[src/rtl/fir_pkg.sv]
// Shared definitions for the FIR sample source and its bench.
// Holds the default sample width, the transmitter FSM encoding
// and the default inter-sample gap used by stimulus.
package fir_pkg;

  // Sample width of the FIR data path.
  localparam int FIR_DATA_WIDTH = 16;

  // Default number of idle cycles between transmitted samples.
  localparam int GAP_DEFAULT = 10;

  // Transmitter control states.
  typedef enum logic [1:0] {
    ST_IDLE = 2'd0,
    ST_SEND = 2'd1,
    ST_GAP  = 2'd2,
    ST_DONE = 2'd3
  } src_state_t;

endpackage

[src/rtl/sync_fifo.sv]
// Purpose: single-clock first-word-fall-through FIFO with synchronous flush.
// Latency: a pushed word is visible on rdata the cycle after the push.
// Backpressure: push ignored while full, pop ignored while empty; flush wins over both.
module sync_fifo #(
  parameter int DATA_WIDTH = 16,
  parameter int DEPTH      = 8
) (
  input  logic                  clk,
  input  logic                  rst,
  input  logic                  push,
  input  logic                  pop,
  input  logic                  flush,
  input  logic [DATA_WIDTH-1:0] wdata,
  output logic                  full,
  output logic                  empty,
  output logic [DATA_WIDTH-1:0] rdata
);

  localparam int AW = (DEPTH > 1) ? $clog2(DEPTH) : 1;
  localparam logic [AW:0] FULL_CNT = (AW + 1)'(DEPTH);

  logic [DATA_WIDTH-1:0] mem [DEPTH];
  logic [AW-1:0]         wr_ptr;
  logic [AW-1:0]         rd_ptr;
  logic [AW:0]           count;
  logic                  do_push;
  logic                  do_pop;

  // Status comes from the registered occupancy only, so a push while
  // full is rejected even if a pop happens in the same cycle.
  assign full    = (count == FULL_CNT);
  assign empty   = (count == '0);
  assign do_push = push & ~full & ~flush;
  assign do_pop  = pop & ~empty & ~flush;
  assign rdata   = mem[rd_ptr];

  // Storage array; no reset needed since empty guards every read.
  always_ff @(posedge clk) begin
    if (do_push) begin
      mem[wr_ptr] <= wdata;
    end
  end

  // Pointers and occupancy; pointers wrap naturally as DEPTH is a power of two.
  always_ff @(posedge clk or negedge rst) begin
    if (!rst) begin
      wr_ptr <= '0;
      rd_ptr <= '0;
      count  <= '0;
    end else if (flush) begin
      wr_ptr <= '0;
      rd_ptr <= '0;
      count  <= '0;
    end else begin
      if (do_push) begin
        wr_ptr <= wr_ptr + 1'b1;
      end
      if (do_pop) begin
        rd_ptr <= rd_ptr + 1'b1;
      end
      case ({do_push, do_pop})
        2'b10:   count <= count + 1'b1;
        2'b01:   count <= count - 1'b1;
        default: count <= count;
      endcase
    end
  end

endmodule

[src/rtl/fir_sample_source.sv]
// Purpose: replays host-loaded samples to the FIR input as single-cycle valid pulses.
// Latency: first tx_valid one cycle after start is sampled; pulses spaced by gap idle cycles.
// Backpressure: none on the tx side; host writes while full are dropped and flagged.
module fir_sample_source
  import fir_pkg::*;
#(
  parameter int DATA_WIDTH = FIR_DATA_WIDTH,
  parameter int DEPTH      = 8,
  parameter int GAP_WIDTH  = 8,
  parameter int CNT_WIDTH  = 16
) (
  input  logic                  clk,
  input  logic                  rst,
  input  logic [DATA_WIDTH-1:0] wr_data,
  input  logic                  wr_en,
  output logic                  wr_full,
  output logic                  overflow,
  input  logic [GAP_WIDTH-1:0]  gap_cycles,
  input  logic                  start,
  input  logic                  abort,
  output logic                  busy,
  output logic                  done,
  output logic [CNT_WIDTH-1:0]  sample_count,
  output logic [DATA_WIDTH-1:0] tx_data,
  output logic                  tx_valid
);

  src_state_t            state;
  src_state_t            state_nxt;

  logic                  fifo_full;
  logic                  fifo_empty;
  logic [DATA_WIDTH-1:0] fifo_rdata;
  logic                  fifo_push;
  logic                  fifo_pop;

  logic [GAP_WIDTH-1:0]  gap_lat;
  logic [GAP_WIDTH-1:0]  gap_cnt;

  logic                  aborting;
  logic                  run_start;
  logic                  launch;
  logic                  gap_load;
  logic                  gap_dec;

  // Abort only acts on an active run; it then outranks writes and start.
  assign aborting  = abort & (state != ST_IDLE);
  assign fifo_push = wr_en & ~fifo_full & ~aborting;

  assign wr_full = fifo_full;
  assign busy    = (state != ST_IDLE);
  assign done    = (state == ST_DONE);

  sync_fifo #(
    .DATA_WIDTH (DATA_WIDTH),
    .DEPTH      (DEPTH)
  ) u_fifo (
    .clk   (clk),
    .rst   (rst),
    .push  (fifo_push),
    .pop   (fifo_pop),
    .flush (aborting),
    .wdata (wr_data),
    .full  (fifo_full),
    .empty (fifo_empty),
    .rdata (fifo_rdata)
  );

  // State register.
  always_ff @(posedge clk or negedge rst) begin
    if (!rst) begin
      state <= ST_IDLE;
    end else begin
      state <= state_nxt;
    end
  end

  // Next-state and control strobes. "launch" marks the edge that enters
  // SEND: the FIFO head is popped into the tx register on that edge so
  // the pulse is visible during the SEND cycle itself.
  always_comb begin
    state_nxt = state;
    fifo_pop  = 1'b0;
    launch    = 1'b0;
    run_start = 1'b0;
    gap_load  = 1'b0;
    gap_dec   = 1'b0;
    case (state)
      ST_IDLE: begin
        if (start && !abort) begin
          if (!fifo_empty) begin
            state_nxt = ST_SEND;
            fifo_pop  = 1'b1;
            launch    = 1'b1;
            run_start = 1'b1;
          end else begin
            state_nxt = ST_DONE;
          end
        end
      end
      ST_SEND: begin
        if (gap_lat != '0) begin
          state_nxt = ST_GAP;
          gap_load  = 1'b1;
        end else if (!fifo_empty) begin
          state_nxt = ST_SEND;
          fifo_pop  = 1'b1;
          launch    = 1'b1;
        end else begin
          state_nxt = ST_DONE;
        end
      end
      ST_GAP: begin
        if (gap_cnt == '0) begin
          if (!fifo_empty) begin
            state_nxt = ST_SEND;
            fifo_pop  = 1'b1;
            launch    = 1'b1;
          end else begin
            state_nxt = ST_DONE;
          end
        end else begin
          gap_dec = 1'b1;
        end
      end
      ST_DONE: begin
        state_nxt = ST_IDLE;
      end
      default: begin
        state_nxt = ST_IDLE;
      end
    endcase
    if (aborting) begin
      state_nxt = ST_IDLE;
      fifo_pop  = 1'b0;
      launch    = 1'b0;
      run_start = 1'b0;
      gap_load  = 1'b0;
      gap_dec   = 1'b0;
    end
  end

  // Gap latch and down-counter; loading gap-1 on leaving SEND gives
  // exactly gap cycles in GAP (the zero cycle is the last one).
  always_ff @(posedge clk or negedge rst) begin
    if (!rst) begin
      gap_lat <= '0;
      gap_cnt <= '0;
    end else begin
      if (run_start) begin
        gap_lat <= gap_cycles;
      end
      if (gap_load) begin
        gap_cnt <= gap_lat - 1'b1;
      end else if (gap_dec) begin
        gap_cnt <= gap_cnt - 1'b1;
      end
    end
  end

  // Transmit register: one valid cycle per popped sample, data held afterwards.
  always_ff @(posedge clk or negedge rst) begin
    if (!rst) begin
      tx_valid <= 1'b0;
      tx_data  <= '0;
    end else begin
      tx_valid <= launch;
      if (launch) begin
        tx_data <= fifo_rdata;
      end
    end
  end

  // Sample counter: restarts at one on an accepted start (that edge also
  // sends the first sample), otherwise counts every launch and wraps.
  always_ff @(posedge clk or negedge rst) begin
    if (!rst) begin
      sample_count <= '0;
    end else if (run_start) begin
      sample_count <= {{(CNT_WIDTH-1){1'b0}}, 1'b1};
    end else if (launch) begin
      sample_count <= sample_count + 1'b1;
    end
  end

  // Sticky overflow flag; a new run starts with a clean flag.
  always_ff @(posedge clk or negedge rst) begin
    if (!rst) begin
      overflow <= 1'b0;
    end else if (run_start) begin
      overflow <= 1'b0;
    end else if (wr_en && fifo_full && !aborting) begin
      overflow <= 1'b1;
    end
  end

endmodule

[config.mk]
export PLATFORM = sky130hd
export DESIGN_NAME = fir_sample_source
export DESIGN_NICKNAME = d
export VERILOG_FILES = /design/src/rtl/fir_pkg.sv /design/src/rtl/sync_fifo.sv /design/src/rtl/fir_sample_source.sv
export SDC_FILE = /design/constraint.sdc
export NUM_CORES = 1
export LEC_CHECK = 0
export ABC_AREA = 1
export CAP_MARGIN = 10
export CORE_ASPECT_RATIO = 0.9
export CORE_UTILIZATION = 40
export CTS_BUF_LIST = sky130_fd_sc_hd__clkbuf_8
export DETAILED_ROUTE_END_ITERATION = 6
export PLACE_DENSITY = 0.57
export SLEW_MARGIN = 20
export SYNTH_ARGS = -nofsm -noshare
export SYNTH_HDL_FRONTEND = slang
export SYNTH_HIERARCHICAL = 1
export SYNTH_SLANG_ARGS = --single-unit
[constraint.sdc]
create_clock -name clk -period 4.8 [get_ports clk]
set_clock_uncertainty 0.2 [all_clocks]
set_input_delay 0.48 -clock clk [delete_from_list [all_inputs] [get_ports clk]]
set_output_delay 0.48 -clock clk [all_outputs]
set_load 0.01 [all_outputs]
Word level (Yosys, flattened, before mapping)
Memories as Yosys holds them, arrays and structs flattened. A register that Yosys moved wholly into a read port is not among the register bits.
Index checks and enable logic that the tools add are counted.
{ "op_classes": {"addsub": 7, "mul": 0, "div": 0, "order_cmp": 0, "eq_ne": 8, "shifts": 0, "muxes": 34, "bitwise": 10, "reduce_logical": 18} }
{ "ops": {"columns": ["op", "n"], "rows": [
  ["16-bit two-way mux", 2],
  ["1-bit two-way mux", 17],
  ["16-bit by 1-bit adder with 16-bit output (second input constant)", 1],
  ["8-bit two-way mux", 2],
  ["8-bit by 1-bit subtractor with 8-bit output (second input constant)", 2],
  ["3-bit two-way mux", 4],
  ["2-bit nonzero test", 6],
  ["2-bit two-way mux", 5],
  ["8-bit zero test", 1],
  ["2-bit one-hot mux with 4 select lines", 1],
  ["4-bit one-hot mux with 2 select lines", 1],
  ["8-bit nonzero test", 1],
  ["1-bit AND", 7],
  ["3-bit by 1-bit adder with 3-bit output (second input constant)", 2],
  ["2-bit equality test (second input constant)", 3],
  ["3-bit != test (second input constant)", 2],
  ["4-bit by 1-bit adder with 4-bit output (second input constant)", 1],
  ["2-bit by 1-bit equality test with 1-bit output (second input constant)", 2],
  ["4-bit equality test (second input constant)", 1],
  ["4-bit zero test", 1],
  ["4-bit two-way mux", 1],
  ["4-bit by 1-bit subtractor with 4-bit output (second input constant)", 1],
  ["1-bit logical AND", 3],
  ["1-bit zero test", 3],
  ["5 further kinds", 7]
]} }
{ "totals": {"reg_bits": 46, "latchBits": 0, "mem_bits_rw": 128, "mem_bits_ro": 0, "in_bits": 29, "out_inout_bits": 37, "n_memories": 1} }
{ "memory_table": {"columns": ["name", "depth", "width", "rd", "rd_clocked_by_memory_dff", "write_ports", "line_no", "rtl"], "rows": [
  ["u_fifo.mem", 8, 16, 1, 1, 1, "sync_fifo.sv:22", "logic [DATA_WIDTH-1:0] mem [DEPTH];"]
]} }

Depth between registers and ports, before layout
{ "logic_depth": {"ltp_word": 10, "ltp_mapped": 23, "depth_no_buf": 22} }

Hierarchy
Netlist, hierarchy kept.
{ "modules_own_cells": {"columns": ["module", "n_inst", "cells_per_inst", "area_each_um2", "seq_area_each_um2"], "rows": [
  ["sync_fifo", 1, 469, 5666.7, 4093.9],
  ["fir_sample_source", 1, 356, 2786.4, 1301.2]
]} }

Least setup slack after synthesis
No wires, ideal clock.
{ "synth_path": {"path_kind": "flip-flop to flip-flop", "start": "register u_fifo.count[0]", "end": "register u_fifo.count[3]", "arrival_ns": 2.508, "path_slack_ns": 1.976, "stages_incl_launch_ff": 23, "path_buffers": 1, "synth_period_minus_slack_ns": 2.824, "cell_sequence": "dfrtp_1 > nor2_2 > nand2_1 > inv_1 > inv_1 > nand3_1 > nand3_1 > nand2_2 > inv_2 > buf_2 > inv_1 > a21oi_2 > inv_1 > nor2_2 > ha_1 > a21oi_1 > nand3_1 > nand2_1 > inv_1 > nand2_1 > nand2_1 > nand2_1 > nand2_1"} }
{ "synth_between": {"elab_chain_cells": 10} }
{ "synth_lines": {"columns": ["element", "line_no", "rtl"], "rows": [
  ["from (decl)", "sync_fifo.sv:25", "logic [AW:0] count;"],
  ["from (signal assigned)", "sync_fifo.sv:62", "2'b10: count <= count + 1'b1;"],
  ["from (signal assigned)", "sync_fifo.sv:63", "2'b01: count <= count - 1'b1;"],
  ["from (signal assigned)", "sync_fifo.sv:64", "default: count <= count;"],
  ["4-bit zero test *", "sync_fifo.sv:32", "assign empty = (count == '0);"],
  ["net fifo_empty", "fir_sample_source.sv:32", "logic fifo_empty;"],
  ["1-bit two-way mux *", "fir_sample_source.sv:91, fir_sample_source.sv:105, fir_sample_source.sv:115", null],
  ["1-bit two-way mux (on tied branches)", "fir_sample_source.sv:114, fir_sample_source.sv:90, fir_sample_source.sv:102", null],
  ["1-bit one-hot mux with 3 select lines *", "fir_sample_source.sv:88", "case (state)"],
  ["1-bit two-way mux *", "fir_sample_source.sv:133", "if (aborting) begin"],
  ["net fifo_pop", "fir_sample_source.sv:35", "logic fifo_pop;"],
  ["1-bit AND * (2 in series)", "sync_fifo.sv:34", "assign do_pop = pop & ~empty & ~flush;"],
  ["2-bit by 1-bit equality test with 1-bit output / 2-bit equality test (equally long branches)", "sync_fifo.sv:61", "case ({do_push, do_pop})"],
  ["4-bit one-hot mux with 2 select lines", "sync_fifo.sv:61", null],
  ["4-bit two-way mux", "sync_fifo.sv:50", "end else if (flush) begin"]
]} }
The timed path passes the listed nets; every way through them passes the cells marked *.
A chain may end at the register's enable or synchronous reset.

Final worst setup path
{ "layout_path": {"start": "input port abort", "end": "register u_fifo.count[3]"} }
{ "layout_between": {"elab_chain_cells": 10} }
{ "layout_lines": {"columns": ["element", "line_no", "rtl"], "rows": [
  ["from (decl)", "fir_sample_source.sv:20", "input logic abort,"],
  ["1-bit zero test", "fir_sample_source.sv:90", "if (start && !abort) begin"],
  ["1-bit logical AND", "fir_sample_source.sv:90", null],
  ["1-bit two-way mux", "fir_sample_source.sv:90", null],
  ["1-bit one-hot mux with 3 select lines", "fir_sample_source.sv:88", null],
  ["1-bit two-way mux", "fir_sample_source.sv:133", null],
  ["1-bit AND (2 in series)", "sync_fifo.sv:34", null],
  ["2-bit by 1-bit equality test with 1-bit output / 2-bit equality test (equally long branches)", "sync_fifo.sv:61", null],
  ["4-bit one-hot mux with 2 select lines", "sync_fifo.sv:61", null],
  ["4-bit two-way mux", "sync_fifo.sv:50", null]
]} }
Parallel ways exist; a longest one is shown, timed or not.

==> out/qor.txt <==
DP Cell Count -> 1159
RSZ-0062 raised after global routing -> no
commonest non-fill, non-tap cell in the layout -> nand2_1
fin crit period -> 3.31 ns
Max Slew Vio Count -> 0
Worst Path Arrival -> 3.47 ns
period utilization -> 0.689
Post-Route WL -> 19000 microns
Clk pwr share -> 0.211
Top delay family on crit path -> simple AND/OR/NAND/NOR gates
die width -> 155 microns
commonest non-fill, non-tap cells in the layout -> 195 x nand2_1, 128 x edfxtp_1, 102 x nor2_1
Synth Area in Simple Gates -> 0.195
PwrDens -> 530 nW/um^2
drc violations -> 0
post-synthesis mux area share -> 0
Tot Pwr -> 5.20 mW
yosys warns -> 6
Crit path largest cell delay -> 0.44 ns
Syn Nets -> 861
Post-synth EDFFs -> 128
Hold WC Path Type -> flop to flop
layout cell share with drive strength beyond 1 -> 0.117
Synth Area in Adders -> 0.0112
ys async rst share -> 0.326
post-DP HPWL -> 12300 microns
cts bufs inserted -> 17
Post-Syn Area -> 8450 sq um
Most Frequent Cell on Critical Path -> nand2_1
Avg Cell Area, Syn -> 10.2 sq um
Core Rows -> 50
Starting DRT DRC Count -> 386
clock latency reported for the late side of the worst-skew pair -> 0.47 ns
combinational share of power -> 0.350
switching portion of total power -> 0.387
fmax -> 302 MHz
worst path cell trace -> clkdlybuf4s50_1 -> inv_2 -> nand2_1 -> inv_1 -> nand3_1 -> nand3_1 -> nand2_2 -> inv_2 -> inv_1 -> a21oi_2 -> inv_1 -> nor2_2 -> ha_1 -> a21oi_1 -> nand3_1 -> nand2_1 -> inv_1 -> nand2_1 -> nand2_1 -> nand2_1 -> nand2_1
via count -> 5839
Top Ports -> 66
IO buf count -> 65
# Post-CTS Setup Buffers -> 0
critical path fanouts, max -> 13
gr ovfl total -> 0
Fin Setup TNS -> 0 ns
WP buf/inv -> 7
Core ar. -> 20800 sq um
Nets -> 929
first-pass iteration count of the detailed router -> 5
GRT Util Overall -> 0.182
Synth Area in XOR/XNOR -> 0.00829
Die Area -> 21700 sq um
first-pass GRT wire length -> 30000 microns
predominant post-synthesis flop cell -> edfxtp_1
CTS tree -> built
initial antenna violation count -> 0
Clock Pin Slew Worst Setup and Hold Paths -> 0.10 ns
largest net degree at the start of global routing -> 67
Worst Setup End Kind -> flop
Seq pwr share -> 0.439
Setup Viol. Count Final -> 0
CTS root buffer -> clkbuf_8
Die Y-Extent -> 140 microns
switching power -> 2.01 mW
largest family of logic cells by synthesized area -> simple AND/OR/NAND/NOR gates
Lkg Pwr -> 3.85 nW
status -> finished, final reports clean
WP data required -> 4.96 ns
internal power -> 3.18 mW
worst-margin pin slew -> 0.752 ns
Layout area overhead -> 16.0%
CTS sink cnt -> 190
Fill cells -> 1978
RePlAce Congestion -> 0.850
final hold vios -> 0
number of global-route vias before repair -> 5368
Routed Antenna Nets -> 0
number of max-cap violations -> 0
H-tree depth -> 4
WS Path Type -> primary input to flop
slowest CP cell -> clkdlybuf4s50_1
Distinct cells, synth -> 43
Yosys reg bits -> 190
Post-Syn Instances -> 825
worst vdd ir -> 0.000233 V
Synth Area in Compound Gates -> 0.0968
final std cells w/o fill -> 1192
initial core utilization -> 0.407
clock buffer depth -> 2
type of origin of the critical path -> primary input
Antenna Cells -> 0
Max-slew headroom -> 0.496
DR WL/cell -> 16.0 microns
Seq/Total Area, Yosys -> 0.638
post-layout util -> 0.472
vias per cell -> 4.90
==> path summary, 6_finish.rpt <==
kind | startpoint | end | slack [ns] | depth (start not counted)
worst min-delay path | tx_data[12] | tx_data[12] | 0.29 | 2
worst max-delay path | abort | u_fifo/count[3] | 1.49 | 21
min in group asynchronous | rst | sample_count[7] | 0.40 | 2
worst min register to register | tx_data[12] | tx_data[12] | 0.29 | 2
worst max register to register | u_fifo/count[0] | u_fifo/count[3] | 1.51 | 21
max in group asynchronous | rst | state[0] | 3.09 | 3
==> logic make-up (layout without fill, tap and decap cells) <==
family / Yosys count / in the layout
buffers and inverters: 89 / 170
AO/OA/AOI/OAI: 152 / 152
adder cells (fa/ha/maj): 7 / 7
XOR/XNOR: 8 / 8
flip-flops: 190 / 190
AND/OR/NAND/NOR: 379 / 379
==> state kept, by name, summed over array words and instances (netlist names), 2 cells and up <==
register and flops:
gap_lat 8, u_fifo/wr_ptr 3, gap_cnt 8, u_fifo/mem 128
tx_data 16, u_fifo/rd_ptr 3, state 2, u_fifo/count 4
sample_count 16
==> power by group through the flow <==
stage / clock network, mW / registers (mW) / logic, mW
3_5_place_dp: 0 / 2.32 / 1.84
2_1_floorplan: 0 / 2.32 / 1.19
6_report: 1.10 / 2.28 / 1.82
3_3_place_gp: 0 / 2.32 / 1.82
5_1_grt: 1.19 / 2.32 / 2.05
4_1_cts: 1.12 / 2.28 / 1.84
==> through the flow <==
stage          hold WS (ns)  instance area, sq um  setup slack [ns]
4_1_cts               0.294                  9800              1.49
3_5_place_dp          0.267                  9370              1.00
2_1_floorplan       -0.0156                  8450              1.98
5_1_grt               0.314                  9800              1.18
6_report              0.288                  9800              1.49
3_3_place_gp          0.264                  9370              1.08
==> Yosys cell counts, drive strengths merged (6+ instances only) <==
cell      n  area share
clkbuf    8      0.0036
inv      53       0.024
dfrtp    62        0.18
nor2    121       0.062
nand2   211       0.099
edfxtp  128        0.45
o21ai    96       0.057
ha        6      0.0089
buf      27       0.022
a21oi    29       0.018
a31oi    17       0.013
xor2      6      0.0062
nand3    26       0.017
nand4    15       0.012
==> repair_timing <==
item,in CTS,in global routing
hold endpoints to repair,30,0
hold buffers,1,0
gates resized for setup,0,0
==> cell type report <==
class	count	area, sq um	area share
timing repair buffer	84	791	0.0807
sequential	190	5400	0.551
multi-input combinational	546	2630	0.269
clock buffer	17	234	0.0239
inverter	54	205	0.0209
clock inverter	15	185	0.0189
tap	286	358	0.0365
==> per-layer routing <==
layer / up-vias / track usage / wire, microns
met5: - / 0 / 0
met2: 111 / 0.280 / 8790
met3: 8 / 0.0381 / 798
met4: 0 / 0.0356 / 101
met1: 2794 / 0.267 / 9350
li1: 2926 / - / -
==> worst register-to-register path, delay by kind of cell (launching register included) <==
kind | cells | cell delay, ns
buffers and inverters | 6 | 0.38
flip-flops | 1 | 0.47
AO/OA/AOI/OAI | 2 | 0.37
AND/OR/NAND/NOR | 12 | 1.49
adder cells (fa/ha/maj) | 1 | 0.30
(Power assumes the default switching activity.)
